### config.mk
export PLATFORM = sky130hd
export DESIGN_NAME = ht_stream_scheduler
export DESIGN_NICKNAME = d
export VERILOG_FILES = /design/src/rtl/ht_stream_scheduler_pkg.sv /design/src/rtl/ht_valid_delay.sv /design/src/rtl/ht_stream_scheduler.sv
export SDC_FILE = /design/constraint.sdc
export NUM_CORES = 1
export LEC_CHECK = 0
export ABC_AREA = 1
export BUFFER_PORTS_ARGS = -buffer_cell sky130_fd_sc_hd__buf_4
export CORE_MARGIN = 2
export CORE_UTILIZATION = 25
export CTS_BUF_LIST = sky130_fd_sc_hd__clkbuf_8
export DETAILED_ROUTE_END_ITERATION = 10
export PLACE_DENSITY = 0.51
export SLEW_MARGIN = 20
export SYNTH_ARGS = -nofsm -noshare
export SYNTH_HDL_FRONTEND = slang
export SYNTH_SLANG_ARGS = --single-unit
### constraint.sdc
create_clock -name clock -period 4.4 [get_ports clock]
set_clock_uncertainty 0.1 [all_clocks]
set_input_delay 0.66 -clock clock [delete_from_list [all_inputs] [get_ports clock]]
set_output_delay 0.66 -clock clock [all_outputs]
set_load 0.005 [all_outputs]
### src/rtl/ht_stream_scheduler_pkg.sv
// ht_stream_scheduler_pkg
// Shared constants and the sequencer state encoding for the Hilbert
// transform frame scheduler. The LENGTH/DATA_WIDTH defaults are shared with
// the transform and the coefficient-setup blocks, so change them here only.
// Ports: none (package).
package ht_stream_scheduler_pkg;

  localparam int HT_LENGTH     = 27;
  localparam int HT_DATA_WIDTH = 18;
  localparam int HT_CNT_WIDTH  = 16;
  localparam int HT_OUT_LAT    = 4;

  // Cycles spent in STOP after the stop-flag cycle, giving the transform
  // time to fall back into its own idle state.
  localparam int HT_STOP_HOLD  = 2;

  typedef enum logic [2:0] {
    IDLE   = 3'd0,
    ARM    = 3'd1,
    STREAM = 3'd2,
    FLUSH  = 3'd3,
    STOP   = 3'd4,
    DONE   = 3'd5
  } SchedState;

endpackage

### src/rtl/ht_valid_delay.sv
// ht_valid_delay
// DEPTH-stage 1-bit shift register that delays the "sample slot driven"
// strobe so it lines up with the transform's Re/Im outputs.
// Ports:
//   clock  - clock
//   resetN - asynchronous active-low reset, empties the line
//   clear  - synchronous clear, empties the line on the next edge
//   din    - strobe in
//   dout   - strobe delayed by DEPTH cycles
module ht_valid_delay
  import ht_stream_scheduler_pkg::*;
#(
  parameter int DEPTH = HT_OUT_LAT
) (
  input  logic clock,
  input  logic resetN,
  input  logic clear,
  input  logic din,
  output logic dout
);

  logic [DEPTH-1:0] stages;

  // Plain shift line; stage 0 takes the new strobe and every other stage
  // takes its neighbour. Written as a loop so DEPTH=1 also elaborates.
  always_ff @(posedge clock or negedge resetN) begin
    if (!resetN) begin
      stages <= '0;
    end else if (clear) begin
      stages <= '0;
    end else begin
      stages[0] <= din;
      for (int i = 1; i < DEPTH; i++) begin
        stages[i] <= stages[i-1];
      end
    end
  end

  assign dout = stages[DEPTH-1];

endmodule

### src/rtl/ht_stream_scheduler.sv
// ht_stream_scheduler
// Frame-level sequencer in front of the 27-tap FIR Hilbert transform. On an
// accepted start it enables the transform, waits out the coefficient load,
// streams frameLength samples (zero-filling missing ones), flushes the FIR
// with LENGTH zeros, pulses the stop flag and reports frame completion.
// Ports:
//   clock, resetN        - clock, asynchronous active-low reset
//   startFrame           - one-cycle start request (honoured in IDLE only)
//   abortFrame           - ends the frame early from ARM/STREAM/FLUSH
//   frameLength          - samples per frame, latched on an accepted start
//   sampleValid/sampleIn - sample source
//   sampleReady          - sampleIn is consumed this cycle
//   htEnable/htStopFlag/htDataIn - transform control and data
//   outValid             - transform outputs this cycle belong to the frame
//   busy, frameDone, underrun - status
module ht_stream_scheduler
  import ht_stream_scheduler_pkg::*;
#(
  parameter int DATA_WIDTH = HT_DATA_WIDTH,
  parameter int LENGTH     = HT_LENGTH,
  parameter int COEFF_WAIT = LENGTH + 2,
  parameter int OUT_LAT    = HT_OUT_LAT,
  parameter int CNT_WIDTH  = HT_CNT_WIDTH
) (
  input  logic                         clock,
  input  logic                         resetN,
  input  logic                         startFrame,
  input  logic                         abortFrame,
  input  logic [CNT_WIDTH-1:0]         frameLength,
  input  logic                         sampleValid,
  input  logic signed [DATA_WIDTH-1:0] sampleIn,
  output logic                         sampleReady,
  output logic                         htEnable,
  output logic                         htStopFlag,
  output logic signed [DATA_WIDTH-1:0] htDataIn,
  output logic                         outValid,
  output logic                         busy,
  output logic                         frameDone,
  output logic                         underrun
);

  localparam logic [CNT_WIDTH-1:0] ARM_LAST   = CNT_WIDTH'(COEFF_WAIT - 1);
  localparam logic [CNT_WIDTH-1:0] FLUSH_LAST = CNT_WIDTH'(LENGTH - 1);
  localparam logic [CNT_WIDTH-1:0] STOP_LAST  = CNT_WIDTH'(HT_STOP_HOLD);
  localparam logic [CNT_WIDTH-1:0] ONE        = CNT_WIDTH'(1);

  SchedState            state;
  logic [CNT_WIDTH-1:0] cnt;
  logic [CNT_WIDTH-1:0] lenReg;
  logic                 slotStrobe;
  logic                 abortNow;
  logic                 stopClear;

  // Abort only means something while the transform is being fed; in IDLE,
  // STOP and DONE the frame is already idle or on its way out.
  assign abortNow    = abortFrame && ((state == ARM) || (state == STREAM) || (state == FLUSH));
  // Ready follows the state directly so an abort withdraws it in the same
  // cycle instead of swallowing one more sample.
  assign sampleReady = (state == STREAM) && !abortFrame;
  assign busy        = (state != IDLE);
  assign stopClear   = (state == STOP);

  // Main sequencer. Pulse-type outputs (stop flag, frame done, slot strobe)
  // and the data bus default to zero every cycle and are only raised by the
  // state that owns them. A single counter times ARM, STREAM, FLUSH and
  // STOP; it is reset on every state change. The transform cannot stall, so
  // a missing sample still uses up a slot and just marks underrun.
  always_ff @(posedge clock or negedge resetN) begin
    if (!resetN) begin
      state      <= IDLE;
      cnt        <= '0;
      lenReg     <= '0;
      htEnable   <= 1'b0;
      htStopFlag <= 1'b0;
      htDataIn   <= '0;
      slotStrobe <= 1'b0;
      frameDone  <= 1'b0;
      underrun   <= 1'b0;
    end else begin
      htStopFlag <= 1'b0;
      frameDone  <= 1'b0;
      slotStrobe <= 1'b0;
      htDataIn   <= '0;
      if (abortNow) begin
        state      <= STOP;
        cnt        <= '0;
        htStopFlag <= 1'b1;
      end else begin
        case (state)
          IDLE: begin
            if (startFrame && (frameLength != '0)) begin
              lenReg   <= frameLength;
              underrun <= 1'b0;
              htEnable <= 1'b1;
              cnt      <= '0;
              state    <= ARM;
            end
          end
          ARM: begin
            if (cnt == ARM_LAST) begin
              cnt   <= '0;
              state <= STREAM;
            end else begin
              cnt <= cnt + ONE;
            end
          end
          STREAM: begin
            slotStrobe <= 1'b1;
            if (sampleValid) begin
              htDataIn <= sampleIn;
            end else begin
              underrun <= 1'b1;
            end
            if (cnt == lenReg - ONE) begin
              cnt   <= '0;
              state <= FLUSH;
            end else begin
              cnt <= cnt + ONE;
            end
          end
          FLUSH: begin
            if (cnt == FLUSH_LAST) begin
              cnt        <= '0;
              htStopFlag <= 1'b1;
              state      <= STOP;
            end else begin
              cnt <= cnt + ONE;
            end
          end
          STOP: begin
            htEnable <= 1'b0;
            if (cnt == STOP_LAST) begin
              cnt       <= '0;
              frameDone <= 1'b1;
              state     <= DONE;
            end else begin
              cnt <= cnt + ONE;
            end
          end
          DONE: begin
            state <= IDLE;
          end
          default: begin
            state <= IDLE;
          end
        endcase
      end
    end
  end

  // Valid tag for the transform outputs: the slot strobe delayed by the
  // transform latency, emptied in STOP so an aborted frame leaves nothing
  // behind for the next one.
  ht_valid_delay #(
    .DEPTH(OUT_LAT)
  ) validDelay (
    .clock  (clock),
    .resetN (resetN),
    .clear  (stopClear),
    .din    (slotStrobe),
    .dout   (outValid)
  );

endmodule
==> flow_summary.ini <==
[sta]
hold_viol = 0
relSlewSlack = 0.4545
max_freq_mhz = 402.0
rsz0062_at_grt = no
setup_viol = 0
fin_crit_sh = 0.5654
slew_violations = 0
final.min_clock_period_ns = 2.488
tightest_slew_ns = 0.8183
fin_tns_setup_ns = 0
fin_worst_hold_slack_ns = 0.3061

[clocking]
clockRootBuffer = clkbuf_8
cts_tree = done
cts.sinks = 62
clock_latency_ns = 0.35
cts_buffers = 9
clock_path_buffers = 2
postCtsResizedCells = 0
clk_pin_slew_ns = 0.08
cts_hold_buf = 0
cts_setup_buffers = 0
htreeDepth = 3

[cells_and_area]
drive_above_1_share = 0.2131
fillers = 1519
multi_input_area_um2 = 1788
area_delta_synth_final_pct = 23.85
fin_nets = 587
num_antenna_cells = 0
ff_latch_area_um2 = 1551

[grt]
grt_max_degree = 63
overflow = 0
grt_pass1_vias = 3101
grt_pass1_wl_um = 15580
grtUsageTotal = 0.1326
antenna_found_initial = 0

[power]
peakVddDrop_v = 0.0002366
power_frac_comb = 0.417
leakage_uw = 0.002253
pwr-share-clk = 0.236
p_per_area_nw_per_um2 = 539.7
intPower_uw = 1366
seqPwrFrac = 0.347
sw_frac_of_total = 0.4320
switchingPower_uw = 1039

[placement]
hpwl_um = 7001
place_congestion = 0.8089
io_buffers = 63

[logic_synthesis]
avgSynthCellArea_um2 = 7.481
ys_types = 35
syn_nets = 524
yosysWarnings = 0
synth_edf_count = 0
synth_area_um2 = 3598
ys_seq_area_frac = 0.4312
synthFlopType = dfrtp_1
async_flop_share = 1.000
synthCells = 481
ys_ff_latch = 62

[floorplan]
rows = 43
die_y_um = 124.0
die_area_um2 = 15370
initial_core_util = 0.2572
io_pins = 64
core_um2 = 13990
die_x_um = 124.0

[detailed_routing]
via_per_inst = 4.383
drcViolationCount = 0
dr_total_vias = 3195
final_antenna_net_count = 0
dr.pass1.iters = 4
totalWireLength_um = 9254
avgRoutedWirePerCell_um = 12.69
drt_iter0_drc = 224

[worst_setup_path]
critical_path.max_fanout = 24
cp_data_required_time_ns = 4.56
end_kind = flop
cp-start-kind = primary input
reg2reg_from = state[0]$_DFFE_PN0P_
rr_worst_depth = 7
cp-startpoint = frameLength[1]
critPathArrivalTime_ns = 2.65
worstSetupPathType = primary input to flop

[flow_run]
drv_cap = 0

[run_status]
status = finished clean

[hold_path]
hp-class = primary input to asynchronous set/reset pin
synth_stat cells (2+ instances only):
library cell / instances / area (um2)
nor2_4: 4 / 45.04
nor2_2: 11 / 68.82
xnor2_1: 4 / 35.03
clkinv_1: 2 / 7.510
clkbuf_1: 3 / 11.26
nand3_1: 29 / 145.1
nand2_2: 2 / 12.51
nand3b_1: 5 / 37.54
o21ai_0: 17 / 85.08
nor3_1: 6 / 30.03
inv_2: 6 / 22.52
dfrtp_1: 62 / 1551
buf_4: 3 / 22.52
a21oi_1: 10 / 50.05
xor2_1: 16 / 140.1
buf_2: 2 / 10.01
nand2_4: 2 / 22.52
nor2_1: 68 / 255.2
nor4_1: 6 / 37.54
nand3_2: 9 / 90.09
ha_1: 4 / 50.05
nand2_1: 149 / 559.3
inv_1: 44 / 165.2
nand4_1: 5 / 31.28
nor3_2: 2 / 20.02
metrics by stage:
stage | power [uW] | util | area [um2] | setup slack, ns | instances
after floorplan | 1565 | - | 3598 | 2.400 | 481
after global placement | 1837 | 0.3026 | 4233 | 1.498 | 713
after detailed placement | 1855 | 0.3026 | 4233 | 1.449 | 713
after CTS | 2436 | 0.3186 | 4457 | 1.825 | 729
after global routing | 2624 | 0.3186 | 4457 | 1.706 | 729
final | 2405 | 0.3186 | 4457 | 1.912 | 729
layout by cell type, fill, tap and decap left out, types with 9 or more instances in the layout:
cell type | synthesis | layout
nor2_1 | 68 | 68
nand3_1 | 29 | 29
o21ai_0 | 17 | 17
nand3_2 | 9 | 9
xor2_1 | 16 | 16
buf_4 | 3 | 63
clkbuf_8 | 0 | 10
inv_1 | 44 | 45
nor2_2 | 11 | 11
a21oi_1 | 10 | 10
nand2_1 | 149 | 149
dfrtp_1 | 62 | 62
sequential cells by signal, indices dropped and copies added (netlist names):
signal             cells
htDataIn              18
underrun               1
frameDone              1
state                  3
htStopFlag             1
validDelay.stages      4
htEnable               1
slotStrobe             1
cnt                   16
lenReg                16
per-layer routing:
metal | up-vias | share of wire | track usage
met2 | 74 | 0.46 | 0.2112
li1 | 1638 | - | -
met3 | 7 | 0.075 | 0.05815
met5 | - | 0 | 0
met4 | 0 | 0.011 | 0.03020
met1 | 1476 | 0.46 | 0.1663
worst max-delay path, stage by stage:
cell and delay, ns:
buf_4 0.11, nor4_1 0.51, nand4_1 0.18, nand2_1 0.09, nand2_1 0.07, inv_2 0.09
nor2_2 0.08, nand2_1 0.58, nor2_1 0.09, a21oi_1 0.16
worst paths after layout:
path,slack [ns],end
min in group clock,0.37,validDelay.stages[2]$_DFF_PN0_
max in group asynchronous,3.36,lenReg[0]$_DFFE_PN0P_
worst max-delay path,1.91,lenReg[1]$_DFFE_PN0P_
worst min register to register,0.37,validDelay.stages[2]$_DFF_PN0_
worst min-delay path,0.31,htDataIn[1]$_DFF_PN0_
worst max register to register,2.06,lenReg[1]$_DFFE_PN0P_
power groups by stage:
stage | registers, uW | clock network [uW] | logic, uW
2_1_floorplan | 805 | 0 | 759
3_3_place_gp | 839 | 0 | 998
3_5_place_dp | 843 | 0 | 1010
4_1_cts | 832 | 588 | 1020
5_1_grt | 851 | 619 | 1150
6_report | 834 | 569 | 1000
cell families after synthesis:
kind of cell / count (synthesis) / share of synthesized area
AND/OR/NAND/NOR: 304 / 0.3943
adder cells (fa/ha/maj): 4 / 0.01391
AO/OA/AOI/OAI: 28 / 0.03999
buffers and inverters: 63 / 0.07197
XOR/XNOR: 20 / 0.04868
flip-flops: 62 / 0.4312
cell type report:
cell class	instances	area share
well taps	180	0.05053
clock buffers	10	0.03088
inverters	52	0.04380
multi-input cells	356	0.4012
repair buffers	63	0.1061
flip-flops and latches	62	0.3481
clock inverters	6	0.01937
No activity file was read; power rests on OpenSTA's default activity.
